--- config.mk ---
export PLATFORM = sky130hd
export DESIGN_NAME = rv32i_encoder
export DESIGN_NICKNAME = d
export VERILOG_FILES = /design/src/rtl/rv32i_encoder.sv
export SDC_FILE = /design/constraint.sdc
export NUM_CORES = 1
export LEC_CHECK = 0
export ABC_AREA = 1
export BUFFER_PORTS_ARGS = -buffer_cell sky130_fd_sc_hd__buf_2
export CORE_MARGIN = 4
export CORE_UTILIZATION = 59
export CTS_CLUSTER_SIZE = 10
export DETAILED_ROUTE_END_ITERATION = 6
export HOLD_SLACK_MARGIN = 0.02
export PLACE_DENSITY_LB_ADDON = 0.12
export SETUP_SLACK_MARGIN = 0.05
export SLEW_MARGIN = 10
export SYNTH_ARGS = -nofsm -noshare
export SYNTH_HDL_FRONTEND = slang
export SYNTH_SLANG_ARGS = --single-unit
--- constraint.sdc ---
create_clock -name clk -period 2.78 [get_ports clk]
set_clock_uncertainty 0.15 [all_clocks]
set_input_delay 0.139 -clock clk [delete_from_list [all_inputs] [get_ports clk]]
set_output_delay 0.139 -clock clk [all_outputs]
set_load 0.01 [all_outputs]
--- src/rtl/rv32i_encoder.sv ---
// rtl/rv32i_encoder.sv - RV32I field-bundle to machine-word encoder with 2-entry output FIFO
// Optional M-extension encodings are enabled by defining RV32M_EN.
module rv32i_encoder (
    input  logic        clk,
    input  logic        rst_n,
    input  logic        in_valid,
    output logic        in_ready,
    input  logic [3:0]  iclass,
    input  logic [5:0]  alucode,
    input  logic [4:0]  dstreg_num,
    input  logic [4:0]  srcreg1_num,
    input  logic [4:0]  srcreg2_num,
    input  logic [31:0] imm,
    output logic        out_valid,
    input  logic        out_ready,
    output logic [31:0] out_word,
    output logic        out_err,
    output logic [7:0]  err_cnt
);
    localparam logic [5:0] ALU_ADD  = 6'd1,  ALU_SUB  = 6'd2,  ALU_SLL  = 6'd3,  ALU_SLT  = 6'd4;
    localparam logic [5:0] ALU_SLTU = 6'd5,  ALU_XOR  = 6'd6,  ALU_SRL  = 6'd7,  ALU_SRA  = 6'd8;
    localparam logic [5:0] ALU_OR   = 6'd9,  ALU_AND  = 6'd10, ALU_BEQ  = 6'd11, ALU_BNE  = 6'd12;
    localparam logic [5:0] ALU_BLT  = 6'd13, ALU_BGE  = 6'd14, ALU_BLTU = 6'd15, ALU_BGEU = 6'd16;
    localparam logic [5:0] ALU_LB   = 6'd17, ALU_LH   = 6'd18, ALU_LW   = 6'd19, ALU_LBU  = 6'd20;
    localparam logic [5:0] ALU_LHU  = 6'd21, ALU_SB   = 6'd22, ALU_SH   = 6'd23, ALU_SW   = 6'd24;
`ifdef RV32M_EN
    localparam logic [5:0] ALU_MUL  = 6'd25, ALU_REMU = 6'd32;
`endif
    localparam logic [31:0] NOP_WORD = 32'h0000_0013;

    logic [2:0]  f3;
    logic [6:0]  f7;
    logic        legal, is_shift;
    logic        i_ok, b_ok, j_ok;
    logic [31:0] word;

    assign i_ok = (&imm[31:11]) | ~(|imm[31:11]);
    assign b_ok = ((&imm[31:12]) | ~(|imm[31:12])) & ~imm[0];
    assign j_ok = ((&imm[31:20]) | ~(|imm[31:20])) & ~imm[0];

    // Shared ALU funct3 decode for OP/OP-IMM; SUB is rejected later for OP-IMM.
    always_comb begin
        f3       = 3'd0;
        f7       = 7'd0;
        legal    = 1'b1;
        is_shift = 1'b0;
        case (alucode)
            ALU_ADD:  f3 = 3'b000;
            ALU_SUB:  begin f3 = 3'b000; f7 = 7'b0100000; end
            ALU_SLL:  begin f3 = 3'b001; is_shift = 1'b1; end
            ALU_SLT:  f3 = 3'b010;
            ALU_SLTU: f3 = 3'b011;
            ALU_XOR:  f3 = 3'b100;
            ALU_SRL:  begin f3 = 3'b101; is_shift = 1'b1; end
            ALU_SRA:  begin f3 = 3'b101; f7 = 7'b0100000; is_shift = 1'b1; end
            ALU_OR:   f3 = 3'b110;
            ALU_AND:  f3 = 3'b111;
            default:  legal = 1'b0;
        endcase
    end

    logic [2:0]  g3;
    logic        g_legal;
    logic        enc_legal;
    always_comb begin
        g3        = 3'd0;
        g_legal   = 1'b1;
        enc_legal = 1'b1;
        word      = NOP_WORD;
        case (iclass)
            4'd0: begin
                enc_legal = legal & (alucode != ALU_SUB) & (is_shift ? ~(|imm[31:5]) : i_ok);
                word = is_shift ? {f7, imm[4:0], srcreg1_num, f3, dstreg_num, 7'b0010011}
                                : {imm[11:0], srcreg1_num, f3, dstreg_num, 7'b0010011};
            end
            4'd1: begin
                enc_legal = legal;
                word = {f7, srcreg2_num, srcreg1_num, f3, dstreg_num, 7'b0110011};
`ifdef RV32M_EN
                if (alucode >= ALU_MUL && alucode <= ALU_REMU) begin
                    enc_legal = 1'b1;
                    word = {7'b0000001, srcreg2_num, srcreg1_num, 3'(alucode - ALU_MUL),
                            dstreg_num, 7'b0110011};
                end
`endif
            end
            4'd2: begin
                enc_legal = ~(|imm[11:0]);
                word = {imm[31:12], dstreg_num, 7'b0110111};
            end
            4'd3: begin
                enc_legal = ~(|imm[11:0]);
                word = {imm[31:12], dstreg_num, 7'b0010111};
            end
            4'd4: begin
                enc_legal = j_ok;
                word = {imm[20], imm[10:1], imm[11], imm[19:12], dstreg_num, 7'b1101111};
            end
            4'd5: begin
                enc_legal = i_ok;
                word = {imm[11:0], srcreg1_num, 3'b000, dstreg_num, 7'b1100111};
            end
            4'd6: begin
                case (alucode)
                    ALU_BEQ:  g3 = 3'b000;
                    ALU_BNE:  g3 = 3'b001;
                    ALU_BLT:  g3 = 3'b100;
                    ALU_BGE:  g3 = 3'b101;
                    ALU_BLTU: g3 = 3'b110;
                    ALU_BGEU: g3 = 3'b111;
                    default:  g_legal = 1'b0;
                endcase
                enc_legal = g_legal & b_ok;
                word = {imm[12], imm[10:5], srcreg2_num, srcreg1_num, g3, imm[4:1], imm[11], 7'b1100011};
            end
            4'd7: begin
                case (alucode)
                    ALU_LB:  g3 = 3'b000;
                    ALU_LH:  g3 = 3'b001;
                    ALU_LW:  g3 = 3'b010;
                    ALU_LBU: g3 = 3'b100;
                    ALU_LHU: g3 = 3'b101;
                    default: g_legal = 1'b0;
                endcase
                enc_legal = g_legal & i_ok;
                word = {imm[11:0], srcreg1_num, g3, dstreg_num, 7'b0000011};
            end
            4'd8: begin
                case (alucode)
                    ALU_SB:  g3 = 3'b000;
                    ALU_SH:  g3 = 3'b001;
                    ALU_SW:  g3 = 3'b010;
                    default: g_legal = 1'b0;
                endcase
                enc_legal = g_legal & i_ok;
                word = {imm[11:5], srcreg2_num, srcreg1_num, g3, imm[4:0], 7'b0100011};
            end
            default: enc_legal = 1'b0;
        endcase
    end

    logic [32:0] new_entry;
    assign new_entry = enc_legal ? {1'b0, word} : {1'b1, NOP_WORD};

    logic [1:0]  count_q, count_d;
    logic [32:0] head_q, head_d, tail_q, tail_d;
    logic [7:0]  err_cnt_q, err_cnt_d;
    logic        push, pop;

    assign in_ready  = (count_q != 2'd2);
    assign out_valid = (count_q != 2'd0);
    assign push      = in_valid & in_ready;
    assign pop       = out_valid & out_ready;
    assign out_word  = head_q[31:0];
    assign out_err   = head_q[32];
    assign err_cnt   = err_cnt_q;

    always_comb begin
        count_d   = count_q;
        head_d    = head_q;
        tail_d    = tail_q;
        err_cnt_d = err_cnt_q;
        case ({push, pop})
            2'b10: begin
                if (count_q == 2'd0) head_d = new_entry;
                else                 tail_d = new_entry;
                count_d = count_q + 2'd1;
            end
            2'b01: begin
                head_d  = tail_q;
                count_d = count_q - 2'd1;
            end
            // Simultaneous push/pop only happens at occupancy 1, so the new word becomes head.
            2'b11:   head_d = new_entry;
            default: ;
        endcase
        if (push && !enc_legal && err_cnt_q != 8'hFF)
            err_cnt_d = err_cnt_q + 8'd1;
    end

    always_ff @(posedge clk or negedge rst_n) begin
        if (!rst_n) begin
            count_q   <= 2'd0;
            head_q    <= 33'd0;
            tail_q    <= 33'd0;
            err_cnt_q <= 8'd0;
        end else begin
            count_q   <= count_d;
            head_q    <= head_d;
            tail_q    <= tail_d;
            err_cnt_q <= err_cnt_d;
        end
    end
endmodule

Word-level counts from Yosys, hierarchy flattened
Cells that the tools add are included.
W data, S select, Z words.
{ "classes": {"magnitude_cmp": 0, "multipliers": 0, "bitwise": 19, "mux": 21, "shifts": 0, "div": 0, "n_eq_ne": 39, "addsub": 3, "n_reduce_logical": 26} }
{ "ops": {"columns": ["op", "n"], "rows": [
  ["$pmux W32 S9", 1],
  ["$pmux W33 S3", 1],
  ["$mux W33", 2],
  ["$eq A6 B5 Y1 const B", 9],
  ["$eq A6 B4 Y1 const B", 8],
  ["$mux W32", 1],
  ["$reduce_or A27 Y1", 1],
  ["$eq A6 B3 Y1 const B", 4],
  ["$reduce_or A12 Y1", 2],
  ["$pmux W3 S7", 1],
  ["$reduce_and A21 Y1", 1],
  ["$reduce_or A21 Y1", 1],
  ["$reduce_and A20 Y1", 1],
  ["$reduce_or A20 Y1", 1],
  ["$eq A4 B3 Y1 const B", 4],
  ["$pmux W3 S5", 1],
  ["$eq A6 B2 Y1 const B", 2],
  ["$pmux W3 S4", 1],
  ["$reduce_and A12 Y1", 1],
  ["$reduce_or A10 Y1", 1],
  ["$and A1 B1 Y1", 9],
  ["$mux W1", 9],
  ["$add A8 B1 Y8 const B", 1],
  ["$eq A4 B2 Y1 const B", 2],
  ["other kinds (26)", 43]
]} }
{ "word_totals": {"regBits": 76, "memories": 0, "latch_bits": 0, "ram_bits": 0, "input_bits": 61, "wordCells": 112, "rom_bits": 0} }

Longest topological paths before layout
{ "depth": {"depth_word": 9, "ltp_mapped": 18} }

Least setup slack after synthesis
Ideal clock, no wire load.
{ "synth_path": {"path_type": "reg-to-reg", "startpoint": "reg err_cnt_q[0], in the netlist err_cnt[0]", "endpoint": "reg err_cnt_q[0], in the netlist err_cnt[0]", "t_arrival_ps": 1586, "stages_incl_launch_ff": 8, "setup_slack_ps": 926, "cell_sequence": "dfrtp_1 > ha_1 > nand2_1 > nor2_1 > a31oi_1 > nand2_1 > nand2_1 > nand2_1"} }
{ "synth_between": {"elab_chain_cells": 2, "word_cells_on_any_way": 3, "classes_between": "1 x add/sub; 1 x eq/ne; 1 x reduce/logical"} }
{ "synth_lines": {"columns": ["item", "line", "source"], "rows": [
  ["from (decl)", "147", "logic [7:0] err_cnt_q, err_cnt_d;"],
  ["from (signal assigned)", "191", "err_cnt_q <= err_cnt_d;"],
  ["branches (longest 2 deep; another with $add A8 B1 Y8)", null, null]
]} }
Parallel ways; which one is timed is not known.
A chain may end at the register's enable or synchronous reset.

Worst setup path after layout
{ "layout_path": {"startpoint": "reg count_q[0]", "endpoint": "reg head_q[26]"} }
{ "layout_between": {"elab_chain_cells": 5, "word_cells_on_any_way": 12, "classes_between": "5 x eq/ne; 1 x mux; 2 x bitwise; 4 x reduce/logical"} }
{ "layout_lines": {"columns": ["item", "line", "source"], "rows": [
  ["from (decl)", "145", "logic [1:0] count_q, count_d;"],
  ["from (signal assigned)", "188", "count_q <= count_d;"],
  ["$ne A2 B2 Y1 / $reduce_bool A2 Y1 (equally long branches)", "150, 151", null],
  ["$and A1 B1 Y1, on equally long branches", "152, 153", null],
  ["$eq A2 B2 Y1 / $eq A2 B1 Y1 (equally long branches)", "163", "case ({push, pop})"],
  ["$ne A2 B2 Y1 (no source line) / $reduce_bool A3 Y1 (equally long branches)", null, null],
  ["$reduce_and A2 Y1 (no source line)", null, null],
  ["to (signal assigned)", "184", "head_q <= 33'd0;"],
  ["to (signal assigned)", "189", "head_q <= head_d;"],
  ["to (decl)", "146", "logic [32:0] head_q, head_d, tail_q, tail_d;"]
]} }
Several ways; a longest one is shown, not always the timed one.

==> flow_summary.yaml <==
worst_hold_path:
  worstHoldStart: "srcreg2_num[2]"
  whs_path_depth: 5
  hp-class: "in2reg"
  hold-path-endpoint: "tail_q[22]"
layout:
  drive_gt1_share_pct: 17.35
  area_growth_pct: 18.27
  nets: 890
  stdcell_count: 932
  final_util_pct: 71.55
  post-route-cell-area_sq_um: 5500
  layout_common_cells: "nand2_1 (309), nor2_1 (108), buf_2 (103)"
  antenna_cells: 0
  final_common_cell: "nand2_1"
sta:
  final_max_slew_viol_count: 0
  fmax_mhz: 417.1
  worstMarginPinSlew_ns: 0.6139
  max_slew_margin_pct: 58.64
  tns_ns: 0
  rsz0062_at_grt: "no"
  final-setup-viol-count: 0
  timing.final.crit_period_ns: 2.397
  hold_violations: 0
  finalCritPeriodShare_pct: 86.23
synth:
  yosys-top-cells-area: "dfrtp_1 (40%), nand2_1 (25%), nor2_1 (8.7%)"
  yosysTopAreaCellShare_pct: 39.82
  synth-seq-area-share_pct: 39.82
  synth_top_area_cell: "dfrtp_1"
  syn_nets: 789
  synth_warnings: 0
  synth_ff_type: "dfrtp_1"
  synth_area_sq_um: 4651
  ys_types: 34
  syn_avg_cell_area_sq_um: 6.415
  synth-async-reset-ratio_pct: 100.0
  synth-edff-count: 0
  ys_ff_latch: 74
  syn_inst: 725
clock_tree:
  h-tree-depth: 3
  cts_tree: "built"
  clk-insertion-delay-late_ns: 0.34
  clk_pin_slew_ns: 0.08
  clkSinkCount: 74
  cts-root-buf: "clkbuf_8"
  cts_buffers: 9
  clk_path_buf_depth: 2
  post_cts_buffers: 0
global_route:
  grt_max_degree: 75
  antenna_found_initial: 0
  grt_pass1_vias: 4818
  overflow: 0
  track_usage_pct: 29.04
  grt_pass1_wl_mm: 22.49
place:
  io_buffer_count: 103
  post-dp-hpwl_mm: 10.15
  gp_congestion: 0.9671
  placed_cells: 916
  placedInstanceArea_sq_um: 5270
drt:
  ant_nets: 0
  wirelength_mm: 13.74
  vias: 5073
  drt-pass1-iter-count: 5
  drt-initial-drc-count: 457
  routedWlPerCell_microns: 14.74
  vias_per_cell: 5.443
  drc: 0
floorplanning:
  die_x_microns: 96.79
  initial_core_util_pct: 60.50
  die_area_sq_um: 9367
  pin_count: 104
  fp.dieH_microns: 96.79
  core_sq_um: 7687
  rows: 32
power_and_ir_drop:
  max-vdd-ir-drop_mv: 0.3611
  p_per_area_nw_per_um2: 757.4
  leakagePower_nw: 3.197
  total_power_mw: 4.166
worst_setup_path:
  worstPathRequired_ns: 2.88
  cp.arrival_ns: 2.49
  crit_type: "reg2reg"
  cpMaxStageDelayCell: "clkinvlp_4"
  r2r_setup_slack_ns: 0.38
  r2r_end: "head_q[26]"
  r2r-start: "count_q[0]"
  crit_buf_inv: 4
  cp_top_family: "buffers and inverters"
  reg2reg_depth: 11
  worst-path-max-fanout: 28
  slowest_delay_ns: 0.45
  crit_path_cell_trace: "nor2_1, inv_1, nand2_1, inv_1, ha_1, clkinvlp_4, buf_4, nor2_1, nor2_1, nand2_1, nand2_1"
  crit_path_start_kind: "flip-flop"
  endpoint_kind: "flip-flop"
outcome:
  status: "complete, no violations"
job:
  drv_cap: 0
## kinds of logic after synthesis
family | Yosys count | share of synthesized area (%)
DFF | 74 | 39.82
xor gates and xnor gates | 8 | 1.507
buffers and inverters | 81 | 6.995
adders and majority gates | 3 | 0.8072
and+or+nand+nor | 479 | 41.51
AOI/OAI and AO/OA | 80 | 9.362
## area by class of cell
type | instances | area [sq um]
inverter | 57 | 217.7
tap | 102 | 127.6
timing repair buffer | 114 | 613.1
clock buffer | 10 | 137.6
fill | 651 | 2187
sequential | 74 | 1852
clock inverter | 5 | 78.83
multi-input combinational | 570 | 2474
## worst register-to-register path, delay by kind of cell, from the launching register on
| family | cells | cell delay [ns] |
|---|---|---|
| flip-flops | 1 | 0.43 |
| buffers and inverters | 4 | 0.96 |
| adder cells (fa/ha/maj) | 1 | 0.27 |
| AND/OR/NAND/NOR | 6 | 0.50 |
## worst max path at each step
stage	from	end	slack (ns)	depth (start not counted)
final	count_q[0]	head_q[26]	0.38	11
after global placement	count_q[0]	head_q[26]	0.36	11
after detailed placement	count_q[0]	head_q[26]	0.18	11
after global routing	count_q[0]	head_q[26]	0.16	11
after CTS	count_q[0]	head_q[26]	0.17	11
after floorplan	err_cnt[0]	err_cnt[0]	0.93	7
## metal layers
metal  share of wire [%]  routed length (microns)  GRT usage, %
met3                 6.7                      922         4.758
met2                  48                     6598         48.09
met5                   0                        0             0
met4                 2.8                      385         11.02
met1                  42                     5833         38.27
## report_power, final
part	switching [mW]	internal, mW
Clock	0.382	0.523
Sequential	0.212	1.38
Combinational	1.08	0.594
Total	1.67	2.50
## through the flow
step / hold WS [ns] / setup slack (ns)
after floorplan: -0.3066 / 0.9255
after global placement: 0.04579 / 0.3611
after detailed placement: 0.06604 / 0.1770
after CTS: 0.03787 / 0.1734
after global routing: 0.08526 / 0.1556
final: 0.06055 / 0.3828
## state kept, by name, indices dropped and copies added (netlist names)
signal and flops:
count_q 2, err_cnt 8, head_q 32, tail_q 32
## what timing repair did
item | 4_1_cts | 5_1_grt
hold endpoints to repair | 74 | 0
hold buffers | 1 | 0
gates resized for setup | 0 | 1
setup endpoints to repair | 0 | 19
## cell usage after synthesis, types with 2 or more instances
master     count
a21oi_1        5
a22oi_1        4
a31oi_1        3
buf_2          2
buf_6          2
clkbuf_1      19
clkinv_1       2
dfrtp_1       74
ha_1           3
inv_1         49
inv_2          6
nand2_1      309
nand3_1       36
nand3b_1       3
nand4_1        8
nor2_1       108
nor2_2         4
nor2_4         2
nor3_1         4
o2111ai_1      2
o211ai_1       2
o21ai_0       48
o21ai_1       11
o22ai_1        3
xnor2_1        3
xor2_1         5
Power figures use the tool's default switching activity.
